<file path="src/rtl/cpu_pkg.sv">
// Shared CPU definitions: datapath widths, the halt opcode, the NOP encoding
// and the fetch-state encoding used by the instruction-fetch stage.
package cpu_pkg;

   localparam int PC_W = 5;
   localparam int INSTR_W = 32;
   localparam logic [5:0] HALT_OP = 6'h3F;
   localparam logic [31:0] NOP = 32'h0000_0000;

   typedef enum logic {
      RUN    = 1'b0,
      HALTED = 1'b1
   } fetch_state_t;

endpackage

</file>
<file path="src/rtl/if_stage_if.sv">
// Bundle of the fetch stage's pipeline-facing signals: hazard/redirect
// controls, the instruction-memory port and the IF/ID register outputs.
interface if_stage_if #(
   parameter int PC_W = cpu_pkg::PC_W,
   parameter int INSTR_W = cpu_pkg::INSTR_W
);
   logic stall;
   logic redirect_valid;
   logic [PC_W-1:0] redirect_pc;
   logic [PC_W-1:0] imem_addr;
   logic [INSTR_W-1:0] imem_rdata;
   logic ifid_valid;
   logic [INSTR_W-1:0] ifid_instr;
   logic [PC_W-1:0] ifid_pc;
   logic [PC_W-1:0] ifid_pc_plus1;
   logic halted;

   // The fetch stage itself
   modport master (
      input stall, redirect_valid, redirect_pc, imem_rdata,
      output imem_addr, ifid_valid, ifid_instr, ifid_pc, ifid_pc_plus1, halted
   );

   // Everything around it: hazard unit, branch resolution, memory, decode
   modport slave (
      output stall, redirect_valid, redirect_pc, imem_rdata,
      input imem_addr, ifid_valid, ifid_instr, ifid_pc, ifid_pc_plus1, halted
   );
endinterface

</file>
<file path="src/rtl/if_stage_pc_incr.sv">
// PC incrementer: adds one and wraps silently at 2^W (no carry-out).
module pc_incr #(
   parameter int W = cpu_pkg::PC_W
) (
   input  logic [W-1:0] pc,
   output logic [W-1:0] pc_plus1
);

   assign pc_plus1 = pc + W'(1);

endmodule

</file>
<file path="src/rtl/if_stage.sv">
// Instruction-fetch stage: owns the PC, addresses instruction memory,
// captures the fetched word into the IF/ID register and stops fetching
// when it sees the halt opcode until a redirect or reset restarts it.
module if_stage #(
   parameter int PC_W = cpu_pkg::PC_W,
   parameter int INSTR_W = cpu_pkg::INSTR_W,
   parameter logic [PC_W-1:0] RESET_PC = '0,
   parameter logic [5:0] HALT_OP = cpu_pkg::HALT_OP
) (
   input logic clk,
   input logic rst,
   if_stage_if.master bus
);
   import cpu_pkg::*;

   fetch_state_t state;
   logic [PC_W-1:0] pc;
   logic [PC_W-1:0] pc_next;
   logic [PC_W-1:0] ifid_pc_q;
   logic [PC_W-1:0] ifid_pc_plus1_q;
   logic [INSTR_W-1:0] ifid_instr_q;
   logic ifid_valid_q;
   logic halt_fetched;

   // pc_next doubles as the captured ifid_pc_plus1, since ifid_pc is the current pc
   pc_incr #(.W(PC_W)) u_pc_incr (
      .pc(pc),
      .pc_plus1(pc_next)
   );

   assign halt_fetched = (bus.imem_rdata[INSTR_W-1 -: 6] == HALT_OP);

   // PC, IF/ID register and fetch FSM; redirect beats stall, stall freezes everything
   always_ff @(posedge clk or posedge rst) begin
      if (rst) begin
         pc <= RESET_PC;
         ifid_valid_q <= 1'b0;
         ifid_instr_q <= INSTR_W'(NOP);
         ifid_pc_q <= '0;
         ifid_pc_plus1_q <= '0;
         state <= RUN;
      end else if (bus.redirect_valid) begin
         pc <= bus.redirect_pc;
         ifid_valid_q <= 1'b0;
         ifid_instr_q <= INSTR_W'(NOP);
         state <= RUN;
      end else if (!bus.stall) begin
         case (state)
            RUN: begin
               ifid_instr_q <= bus.imem_rdata;
               ifid_pc_q <= pc;
               ifid_pc_plus1_q <= pc_next;
               ifid_valid_q <= 1'b1;
               if (halt_fetched) begin
                  state <= HALTED;
               end else begin
                  pc <= pc_next;
               end
            end
            HALTED: begin
               ifid_valid_q <= 1'b0;
               ifid_instr_q <= INSTR_W'(NOP);
            end
            default: state <= RUN;
         endcase
      end
   end

   assign bus.imem_addr = pc;
   assign bus.ifid_valid = ifid_valid_q;
   assign bus.ifid_instr = ifid_instr_q;
   assign bus.ifid_pc = ifid_pc_q;
   assign bus.ifid_pc_plus1 = ifid_pc_plus1_q;
   assign bus.halted = (state == HALTED);

endmodule

</file>
<file path="src/flat_wrapper.sv">
// flat-port wrapper written by rule: the top's interface ports become plain ports
module if_stage_flat import cpu_pkg::*;
#(
   parameter int PC_W = cpu_pkg::PC_W,
   parameter int INSTR_W = cpu_pkg::INSTR_W,
   parameter logic [PC_W-1:0] RESET_PC = '0,
   parameter logic [5:0] HALT_OP = cpu_pkg::HALT_OP
)
  (clk, rst, bus_stall, bus_redirect_valid, bus_redirect_pc, bus_imem_rdata, bus_imem_addr, bus_ifid_valid, bus_ifid_instr, bus_ifid_pc, bus_ifid_pc_plus1, bus_halted);
  if_stage_if #(.PC_W(PC_W), .INSTR_W(INSTR_W)) bus_i ();
  input logic clk;
  input logic rst;
  input wire logic [$bits(bus_i.stall)-1:0] bus_stall;
  input wire logic [$bits(bus_i.redirect_valid)-1:0] bus_redirect_valid;
  input wire logic [$bits(bus_i.redirect_pc)-1:0] bus_redirect_pc;
  input wire logic [$bits(bus_i.imem_rdata)-1:0] bus_imem_rdata;
  output wire logic [$bits(bus_i.imem_addr)-1:0] bus_imem_addr;
  output wire logic [$bits(bus_i.ifid_valid)-1:0] bus_ifid_valid;
  output wire logic [$bits(bus_i.ifid_instr)-1:0] bus_ifid_instr;
  output wire logic [$bits(bus_i.ifid_pc)-1:0] bus_ifid_pc;
  output wire logic [$bits(bus_i.ifid_pc_plus1)-1:0] bus_ifid_pc_plus1;
  output wire logic [$bits(bus_i.halted)-1:0] bus_halted;
  assign bus_i.stall = bus_stall;
  assign bus_i.redirect_valid = bus_redirect_valid;
  assign bus_i.redirect_pc = bus_redirect_pc;
  assign bus_i.imem_rdata = bus_imem_rdata;
  assign bus_imem_addr = bus_i.imem_addr;
  assign bus_ifid_valid = bus_i.ifid_valid;
  assign bus_ifid_instr = bus_i.ifid_instr;
  assign bus_ifid_pc = bus_i.ifid_pc;
  assign bus_ifid_pc_plus1 = bus_i.ifid_pc_plus1;
  assign bus_halted = bus_i.halted;
  if_stage #(.PC_W(PC_W), .INSTR_W(INSTR_W), .RESET_PC(RESET_PC), .HALT_OP(HALT_OP)) u_core (.clk(clk), .rst(rst), .bus(bus_i));
endmodule
</file>
<file path="config.mk">
export PLATFORM = sky130hd
export DESIGN_NAME = if_stage_flat
export DESIGN_NICKNAME = d
export VERILOG_FILES = /design/src/rtl/cpu_pkg.sv /design/src/rtl/if_stage_if.sv /design/src/rtl/if_stage_pc_incr.sv /design/src/rtl/if_stage.sv /design/src/flat_wrapper.sv
export SDC_FILE = /design/constraint.sdc
export NUM_CORES = 1
export LEC_CHECK = 0
export BUFFER_PORTS_ARGS = -buffer_cell sky130_fd_sc_hd__buf_2
export CAP_MARGIN = 20
export CORE_ASPECT_RATIO = 2
export CORE_UTILIZATION = 45
export DETAILED_ROUTE_END_ITERATION = 10
export PLACE_DENSITY = 0.78
export SKIP_CTS_REPAIR_TIMING = 1
export SLEW_MARGIN = 20
export SYNTH_ARGS = -nofsm -noshare
export SYNTH_HDL_FRONTEND = slang
export SYNTH_SLANG_ARGS = --single-unit
</file>
<file path="constraint.sdc">
create_clock -name clk -period 2 [get_ports clk]
set_clock_uncertainty 0.05 [all_clocks]
set_input_delay 0.1 -clock clk [delete_from_list [all_inputs] [get_ports clk]]
set_output_delay 0.1 -clock clk [all_outputs]
set_load 0.01 [all_outputs]
</file>
After elaboration in Yosys (flattened, before gate mapping). Index checks and enable logic that the tools add are counted. W data, S select, Z words.

Register bits after elaboration: 49. Input bits: 41. Output and inout port bits: 49. Word-level logic and storage cells: 30.

Add/subtract/negate cells: 1. Eq/ne operators: 4. Mux-type cells: 14. Bitwise operators: 3. Reduce and logical (&&, ||, !) cells: 2.

Operator list (number): $mux W32 (2); $pmux W32 S2 (1); $mux W5 (4); $eq A6 B6 Y1 const B (1); $mux W1 (6); $reduce_and A3 Y1 (2); $add A5 B1 Y5 const B (1); $ne A2 B2 Y1 const B (2); $not A1 Y1 (3); $ne A2 B1 Y1 const B (1); $pmux W1 S2 (1).

Logic depth before layout (Yosys ltp).
Depth in word-level cells: 5. Depth in mapped cells: 5. Depth with buffers taken out: 5.

By module. A second synthesis with hierarchy kept.

Cells, all modules: 128. Area, all modules: 1931.9 sq um.

By module, submodules not included: if_stage (times used 1, cells an instance 121, area an instance 1879.3 sq um); pc_incr (times used 1, cells an instance 7, area an instance 52.6 sq um).

Least setup slack after synthesis. OpenSTA, ideal clock, no wires.

Path type: reg2reg. Start point: register u_core.pc[0], in the netlist u_core.bus.imem_addr[0]. End point: register u_core.pc[1], in the netlist u_core.bus.imem_addr[1]. Arrival time: 1.275 ns. Slack: 0.551 ns. Cell stages (with the launch flop): 4. Clock period less this slack: 1.449 ns. Cell sequence: dfrtp_1 > ha_1 > mux2_1 > mux2_2.

Word-level cells in the longest chain between the ends: 5.

RTL lines: start, declared (line if_stage.sv:17) `logic [PC_W-1:0] pc;`; start signal, assigned (line if_stage.sv:43) `pc <= bus.redirect_pc;`; start signal, assigned (line if_stage.sv:57) `pc <= pc_next;`; $add A5 B1 Y5 (line if_stage_pc_incr.sv:9) `assign pc_plus1 = pc + W'(1);`; via u_core.pc_next[1] (line if_stage.sv:18) `logic [PC_W-1:0] pc_next;`; $mux W5 (line if_stage.sv:54) `if (halt_fetched) begin`; $mux W5 (line if_stage.sv:48) `case (state)`; $mux W5 (line if_stage.sv:47) `end else if (!bus.stall) begin`; $mux W5 (line if_stage.sv:42) `end else if (bus.redirect_valid) begin`.

The timed path passes the listed nets, and every way through them passes these cells. The select of a mux whose other input is x is not followed. A chain may end at the register's enable or synchronous reset.

Worst setup path after layout.
Start point: input bus_imem_rdata[29]. End point: register u_core.pc[1], in the netlist u_core.bus.imem_addr[1].

Word-level cells in the longest chain between the ends: 3.

RTL lines: start, declared (line flat_wrapper.sv:16) `input wire logic [$bits(bus_i.imem_rdata)-1:0] bus_imem_rdata;`; $eq A6 B6 Y1 (line if_stage.sv:31) `assign halt_fetched = (bus.imem_rdata[INSTR_W-1 -: 6] == HALT_OP);`; $ne A2 B2 Y1 (no line); $reduce_and A3 Y1 (no line).

No other way between the ends.

==> reports/qor.txt <==
Mapped Cells: 154
Clock power share: 27.5%
Reg clk slew, reported paths: 90 ps
Endpoint class of the critical path: flip-flop
Worst setup path startpoint: bus_imem_rdata[29]
Final ANT Viol Nets: 0
R2r startpoint: u_core.bus.imem_addr[0]$_DFFE_PP0P_
Clock buffer count from CTS: 5
Delay-heaviest family, CP: buffers and inverters
Setup crit end: u_core.bus.imem_addr[1]$_DFFE_PP0P_
Fin crit period: 1610 ps
#FFs+latches synth: 49
Post-Syn Area: 1920 sq um
Clk Latency, worst-skew pair: 290 ps
Cell Pwr Density: 765 nW/um^2
DRC viols: 0
Fill cells: 319
Synth top cells by count: 49 x dfrtp_1, 32 x a22o_1, 29 x nand2_1, 7 x o21ai_0, 6 x buf_2
Grt ovf: 0
Worst slew pin tran: 672 ps
CTS H-Tree Depth: 2
Clock tree buffer depth: 2
Post-synth top area cell: dfrtp_1
Critical path's largest stage delay: 520 ps
Die Span Y: 94.3 um
Status: finished with violations
Vias/cell: 5.15
Min-delay src: bus_redirect_pc[4]
Core area: 4090 sq um
Net Sw Power: 0.000585 W
PortBufs: 89
Final worst-path cycle share: 80.5%
Share of cells above drive strength 1: 39.5%
Top-area cell type share of the netlist area: 64.0%
Num rows: 33
HP Class: in2reg
Setup repair after global routing missed its margin: no
EDFF count, synth: 0
I/O Pins: 90
First-pass GRT wire length: 6480 um
Initial antenna violation count: 0
Vias in the first global route: 1443
WP depth: 6
CTS Sinks: 49
Worst R2R Setup Slack: 520 ps
Worst path bufs/invs: 2
Die W: 48.2 um
Setup crit start kind: primary input
Area Growth Syn to Fin: 46.9%
Syn nets: 196
Starting DRT DRC Count: 25
Root buf cell: clkbuf_8
Routed Wire Length: 4980 um
Sequential share of the synthesized area: 64.0%
Post-layout util: 68.9%
Ant diodes: 0
TritonCTS clock tree: yes
Crit-path cells: dlygate4sd3_1 > buf_2 > nand4_2 > o21ai_2 > mux2_1 > mux2_2
Initial core utilization: 46.9%
Worst vdd ir: 0.629 mV
Main synth FF type: dfrtp_1
Final Hold Fails: 2
Worst R2R End: u_core.bus.imem_addr[4]$_DFFE_PP0P_
Via count: 1688
Slowest stage cell, crit path: dlygate4sd3_1
Switching part of the total: 27.2%
Mean Syn Cell Area: 12.4 sq um
Synthesis warning total: 0
Critical Path AT: 1750 ps
Pre-Repair DR Iteration Count: 4
Post-DP HPWL: 3260 um
RePlAce Congestion: 0.732
Layout Nets: 317
Combinational group share of total power: 19.5%
Hold WS: -21.2 ps
Leakage Power: 1.51 nW
Failing checks: hold timing
Fmax: 0.621 GHz
Most frequent cell after synthesis: dfrtp_1
Internal power: 0.00157 W
Routed wire per std cell: 15.2 um
Sequential power share: 53.0%
Synth unique cells: 24
Global-route usage over all layers: 20.2%
Dominant cells by area after synthesis: dfrtp_1 64%, a22o_1 15%, nand2_1 5.7%
Async SR Flop Fraction: 100%
CP max FO: 5
Worst EP required: 2140 ps
Largest net degree at the start of global routing: 33
Die Area: 4540 sq um
Setup TNS: 0 ps
Max_slew headroom: 55.0%
Final setup vio count: 0
Max Cap Viol: 0
Crit path kind: in2reg
Pins Over Slew Limit: 0
Reg2reg path depth: 5
==> metal layers <==
layer  wire [um]  global-route usage (%)  up-vias
met5           0                       0        -
li1            -                       -      783
met2        2740                    33.2       69
met3         200                    3.85       13
met4         137                    9.26        0
met1        1900                    24.0      823
==> worst min-delay path by stage <==
stage	endpoint	slack [ps]	cells past startpoint
after detailed placement	u_core.bus.ifid_pc[1]$_DFFE_PP0P_	180	2
after floorplan	u_core.bus.imem_addr[2]$_DFFE_PP0P_	170	2
after global routing	u_core.bus.ifid_instr[26]$_DFFE_PP0P_	2	2
final	u_core.bus.imem_addr[4]$_DFFE_PP0P_	-20	3
after CTS	u_core.bus.ifid_pc[1]$_DFFE_PP0P_	-140	2
after global placement	u_core.bus.ifid_pc[1]$_DFFE_PP0P_	170	2
==> placed cells by master (no fill, tap or decap), types with 2 or more instances in the layout <==
cell and n:
a22o_1 32, and3_1 2, buf_2 89, buf_4 5, clkbuf_8 6, dfrtp_1 49, dlygate4sd3_1 31, nand2_1 29
nor2_1 2, o211ai_1 3, o21ai_0 7, xnor2_1 3, xor2_1 4
==> through the flow <==
stage | setup WS (ps) | area [sq um] | total power (W) | hold slack (ps) | instances
6_report | 390 | 2820 | 0.00215 | -21.2 | 328
4_1_cts | 513 | 2500 | 0.00212 | -143 | 297
2_1_floorplan | 551 | 1920 | 0.00136 | 167 | 154
3_3_place_gp | 548 | 2410 | 0.00152 | 168 | 289
3_5_place_dp | 521 | 2410 | 0.00153 | 180 | 289
5_1_grt | 348 | 2820 | 0.00227 | 2.40 | 328
==> layout make-up <==
type                       count  area, sq um  share of cell area, %
tap                           52         65.1                   2.31
multi-input combinational     93          631                   22.4
timing repair buffer         125          793                   28.2
inverter                       1         3.75                  0.133
sequential                    49         1230                   43.6
clock inverter                 2         13.8                  0.489
clock buffer                   6         82.6                   2.93
==> flip-flops by register name (all words and copies together), names as in the netlist <==
name and cells:
u_core.bus.ifid_pc_plus1 5, u_core.bus.imem_addr 5, u_core.bus.ifid_valid 1, u_core.bus.ifid_instr 32, u_core.bus.ifid_pc 5, u_core.bus.halted 1
==> logic make-up (layout without fill, tap and decap cells) <==
kind of cell             count (synthesis)  in the layout  share of synthesized area, %
flip-flops                              49             49                          64.0
multiplexers                             2              2                          1.17
XOR/XNOR                                 7              7                          3.20
buffers and inverters                   12            134                          3.52
adder cells (fa/ha/maj)                  1              1                         0.653
AND/OR/NAND/NOR                         39             39                          9.14
AO/OA/AOI/OAI                           44             44                          18.3
==> power groups by stage <==
stage               Clock [W]  Sequential [W]  Combinational (W)
global route         0.000653         0.00116           0.000466
finish               0.000594         0.00114           0.000420
CTS                  0.000605         0.00114           0.000372
detailed placement          0         0.00116           0.000372
global placement            0         0.00116           0.000361
floorplan                   0         0.00120           0.000157
==> tightest hold or removal path: cells and delay by family <==
family,cells,cell delay (ps)
compound gates,1,70
buf+inv,1,80
simple gates,1,40
Power figures use the tool's default switching activity.
